--- config.mk ---
export PLATFORM = sky130hd
export DESIGN_NAME = serial_and_collector_16
export DESIGN_NICKNAME = d
export VERILOG_FILES = /design/src/rtl/serial_and_collector_16_pkg.sv /design/src/rtl/serial_and_collector_16_index.sv /design/src/rtl/serial_and_collector_16.sv
export SDC_FILE = /design/constraint.sdc
export NUM_CORES = 1
export LEC_CHECK = 0
export ABC_AREA = 0
export CAP_MARGIN = 20
export CORE_MARGIN = 1
export CORE_UTILIZATION = 30
export DETAILED_ROUTE_END_ITERATION = 8
export HOLD_SLACK_MARGIN = 0.06
export SLEW_MARGIN = 20
export SYNTH_ARGS = -nofsm -noshare
export SYNTH_HDL_FRONTEND = slang
export SYNTH_SLANG_ARGS = --single-unit
--- constraint.sdc ---
create_clock -name clk -period 2.2 [get_ports clk]
set_input_delay 0.33 -clock clk [delete_from_list [all_inputs] [get_ports clk]]
set_output_delay 0.33 -clock clk [all_outputs]
set_load 0.03 [all_outputs]
--- src/rtl/serial_and_collector_16_pkg.sv ---
// Shared definitions for the serial AND collector and its bench.
package serial_and_collector_16_pkg;

    localparam int unsigned DEFAULT_WIDTH = 16;

    typedef enum logic [1:0] {
        IDLE    = 2'd0,
        COLLECT = 2'd1,
        DONE    = 2'd2
    } state_t;

    // Index width for a word of the given size; never zero.
    function automatic int unsigned index_width(input int unsigned width);
        return (width > 1) ? $clog2(width) : 1;
    endfunction

endpackage

--- src/rtl/serial_and_collector_16_index.sv ---
// Bit index counter: clears on request, advances on inc, wraps after WIDTH-1.
module bit_index_counter
    import serial_and_collector_16_pkg::*;
#(
    parameter int unsigned WIDTH = DEFAULT_WIDTH,
    parameter int unsigned CW    = index_width(WIDTH)
) (
    input  logic          clk,
    input  logic          rst_n,
    input  logic          clear,
    input  logic          inc,
    output logic [CW-1:0] count
);

    localparam logic [CW-1:0] LAST = CW'(WIDTH - 1);

    // Index register; clear has priority over increment.
    always_ff @(posedge clk or negedge rst_n) begin
        if (!rst_n) begin
            count <= '0;
        end else if (clear) begin
            count <= '0;
        end else if (inc) begin
            if (count == LAST) begin
                count <= '0;
            end else begin
                count <= count + 1'b1;
            end
        end
    end

endmodule

--- src/rtl/serial_and_collector_16.sv ---
// Collects two LSB-first serial operands and assembles their bitwise AND.
module serial_and_collector_16
    import serial_and_collector_16_pkg::*;
#(
    parameter int unsigned WIDTH = DEFAULT_WIDTH
) (
    input  logic             clk,
    input  logic             rst_n,
    input  logic             start,
    input  logic             bit_valid,
    input  logic             a_bit,
    input  logic             b_bit,
    output logic [WIDTH-1:0] out,
    output logic             busy,
    output logic             done
);

    localparam int unsigned   IW   = index_width(WIDTH);
    localparam logic [IW-1:0] LAST = IW'(WIDTH - 1);

    state_t        state;
    state_t        state_next;
    logic          clear;
    logic          inc;
    logic [IW-1:0] index;

    bit_index_counter #(
        .WIDTH (WIDTH),
        .CW    (IW)
    ) u_index (
        .clk   (clk),
        .rst_n (rst_n),
        .clear (clear),
        .inc   (inc),
        .count (index)
    );

    // State register.
    always_ff @(posedge clk or negedge rst_n) begin
        if (!rst_n) begin
            state <= IDLE;
        end else begin
            state <= state_next;
        end
    end

    // Next-state logic and counter/word controls; start only matters in IDLE.
    always_comb begin
        state_next = state;
        clear      = 1'b0;
        inc        = 1'b0;
        unique case (state)
            IDLE: begin
                if (start) begin
                    state_next = COLLECT;
                    clear      = 1'b1;
                end
            end
            COLLECT: begin
                if (bit_valid) begin
                    inc = 1'b1;
                    if (index == LAST) begin
                        state_next = DONE;
                    end
                end
            end
            DONE: begin
                state_next = IDLE;
            end
            default: begin
                state_next = IDLE;
            end
        endcase
    end

    // Status outputs decode directly from state so reset clears them at once.
    always_comb begin
        busy = (state == COLLECT);
        done = (state == DONE);
    end

    // Result word: cleared on an accepted start, one AND bit per valid cycle.
    always_ff @(posedge clk or negedge rst_n) begin
        if (!rst_n) begin
            out <= '0;
        end else if (clear) begin
            out <= '0;
        end else if (inc) begin
            out[index] <= a_bit & b_bit;
        end
    end

endmodule

==> impl_results.md <==
* Reg-to-reg slack, setup at 490 ps
* # diodes at 0
* Unique masters post-synth at 29
* CTS buffer count at 3
* Htree depth at 1
* # fillers at 377
* Setup Buffers After CTS at 0
* Fmax at 504.7 MHz
* Top-count cell post-synth: dfrtp_1
* Post-synthesis adder-cell area fraction at 4.292%
* Post-Syn Instances at 100
* DP HPWL at 1739 microns
* Synth top area share at 47.21%
* GRT Residual Overflow at 0
* Fin. max-slew vios at 0
* Netlist Area Pre-Place at 1166 sq um
* Async SR Flop Fraction at 100.0%
* Vias post-DR at 893
* Synth Flop Type: dfrtp_1
* Area grow syn2layout at 25.11%
* Actual slew at the worst max-slew pin at 554.5 ps
* Port Buffers at 23
* CP max FO at 9
* Switch share at 43.78%
* Worst r2r src: u_index.count[0]$_DFFE_PN0P_
* #FFs+latches synth at 22
* Worst Path Arrival at 1650 ps
* Fin. Hold Viols at 0
* Initial antenna violation count at 0
* Area of the die at 4140 sq um
* RSZ-0062 raised after global routing: no
* Footprint of the multi-input gates at 536.8 sq um
* Relative slew slack at 63.03%
* Post-route ant nets at 0
* Vias/cell at 5.315
* Status: finished clean
* Die Span Y at 64.35 microns
* CP Capture Type: output pin
* Ranking of synthesized cells by area: dfrtp_1 47%, o211ai_1 8.4%, o31ai_1 7.7%
* Simple-gate share of the synthesized area at 15.02%
* Internal at 1.070 mW
* Worst Setup Path Type: flop to output pin
* Logic pwr share at 48.6%
* Total wire length at 2517 microns
* GRT Total Usage at 13.67%
* Post-route cell area at 1459 sq um
* Max_cap viols at 0
* Io pins at 24
* Placed cell areas at 1404 sq um
* Largest net degree at the start of global routing at 23
* FF+latch area at 550.5 sq um
* Complex-gate fraction of the synthesized area at 25.11%
* Seq/Total Area, Yosys at 47.21%
* Initial Util at 31.61%
* Wire per inst at 14.98 microns
* Layout cells sized above 1 at 10.00%
* Synth cell count leaders: 22 x dfrtp_1, 13 x o211ai_1, 12 x o31ai_1
* Clock sinks at 22
* Clock Tree Buf Depth at 2
* CP Launch Type: flop
* DRC viols at 0
* First-pass GRT wire length at 4326 microns
* Pwr dens at 1304 nW/um^2
* Total negative slack at 0 ps
* Largest family of logic cells by synthesized area: compound AO/OA/AOI/OAI gates
* DR iter-0 viols at 22
* Nets at 131
* Sequential power share at 36.2%
* Post-synthesis xor/xnor area fraction at 0.7511%
* Final Core Density at 39.55%
* Mux share of post-synthesis cell area at 0.8584%
* Rows at 22
* Sw power at 0.8331 mW
* CTS clk-pin slew, worst paths at 80 ps
* Syn nets at 110
* Clock group share of total power at 15.2%
* Synth warn at 0
* Cell taking the most area after synthesis: dfrtp_1
* EDFF count, synth at 0
* Number of global-route vias before repair at 917
* Fin crit share at 90.06%
* Critical Path RT at 1870 ps
* TritonCTS clock tree: yes
* Synthesized area per cell at 11.66 sq um
* Die width at 64.35 microns
* Worst hold path class: primary input to asynchronous set/reset pin
* RD Place Congestion at 0.8683
* Clk root buf: clkbuf_8
* Final clock skew at 4.964 ps
* Post-CTS Hold Buffers at 0
* R2r endpoint: out[2]$_DFFE_PN0P_
* Core footprint at 3689 sq um
* Maximum VDD drop at 0.0005353 V
* Clk Latency, worst-skew pair at 270 ps
* Minimum clock period at 1981 ps
* P_leak at 0.5754 nW
* Post-CTS sizing at 0
* Reg2reg path depth at 5
* DR pass1 iterations at 4
* Final setup fails at 0
## layer usage
metal	track usage (%)	vias up	wire (microns)
li1	-	432	-
met1	18.05	435	1186
met2	20.92	19	1192
met3	3.750	7	98
met4	5.556	0	40
met5	0	-	0
## cells in the final DEF (no fill, tap or decap), drive strengths merged
cell type / synthesis / final
and3b: 1 / 1
nand2: 6 / 6
clkbuf: 0 / 4
or3: 1 / 1
buf: 9 / 2
xnor2: 1 / 1
ha: 4 / 4
clkdlybuf4s50: 0 / 23
a21boi: 1 / 1
nand4b: 4 / 4
o41ai: 4 / 4
o311ai: 4 / 4
nand2b: 2 / 2
inv: 3 / 3
nand4: 1 / 1
o211ai: 13 / 13
and2: 2 / 2
nor2b: 2 / 2
nand3b: 1 / 1
and3: 1 / 1
o31ai: 12 / 12
a21oi: 1 / 1
or3b: 1 / 1
dfrtp: 22 / 22
mux2i: 1 / 1
nand3: 3 / 3
## power by group through the flow
| stage | combinational (mW) | clock [mW] | sequential, mW |
|---|---|---|---|
| after global routing | 0.998 | 0.319 | 0.710 |
| after floorplan | 0.469 | 0 | 0.834 |
| after global placement | 0.907 | 0 | 0.689 |
| final | 0.925 | 0.290 | 0.688 |
| after CTS | 0.928 | 0.305 | 0.688 |
| after detailed placement | 0.922 | 0 | 0.696 |
## worst max-delay path, stage by stage (launching register included)
cell	delay, ps
dfrtp_1	490
nor2b_1	210
clkdlybuf4s50_1	690
## cells by family (layout without fill, tap and decap cells)
group,Yosys count,in the layout
AOI/OAI and AO/OA,35,35
xor gates and xnor gates,1,1
adders and majority gates,4,4
buffers and inverters,12,32
DFF,22,22
muxes,1,1
and+or+nand+nor,25,25
## final cells by class
cell class / instances / area share, %
Clock buffer: 4 / 3.774
Inverter: 3 / 0.7719
Sequential cell: 22 / 37.74
Multi-Input combinational cell: 66 / 36.79
Tap cell: 48 / 4.117
Timing Repair Buffer: 25 / 16.81
## how the worst max path moves through the flow
stage | slack [ps] | end | start | depth (start not counted)
2_1_floorplan | 810 | out[2]$_DFFE_PN0P_ | u_index.count[0]$_DFFE_PN0P_ | 5
3_3_place_gp | 300 | out[2]$_DFFE_PN0P_ | bit_valid | 4
3_5_place_dp | 260 | out[2]$_DFFE_PN0P_ | bit_valid | 4
4_1_cts | 190 | busy | state[0]$_DFFE_PN0P_ | 2
5_1_grt | 130 | busy | state[0]$_DFFE_PN0P_ | 2
6_report | 220 | busy | state[0]$_DFFE_PN0P_ | 2
## per-stage QoR
step	hold WS (ps)	setup slack, ps	std cells	power [mW]
4_1_cts	405.1	193.2	168	1.921
5_1_grt	429.7	127.6	168	2.027
2_1_floorplan	34.41	814.5	100	1.303
3_3_place_gp	529.9	298.1	164	1.596
6_report	402.9	218.7	168	1.903
3_5_place_dp	522.1	261.8	164	1.618
## sequential cells by signal (all words and copies together) (netlist names)
signal and cells:
u_index.count 4, out 16, state 2
Power figures use the tool's default switching activity.
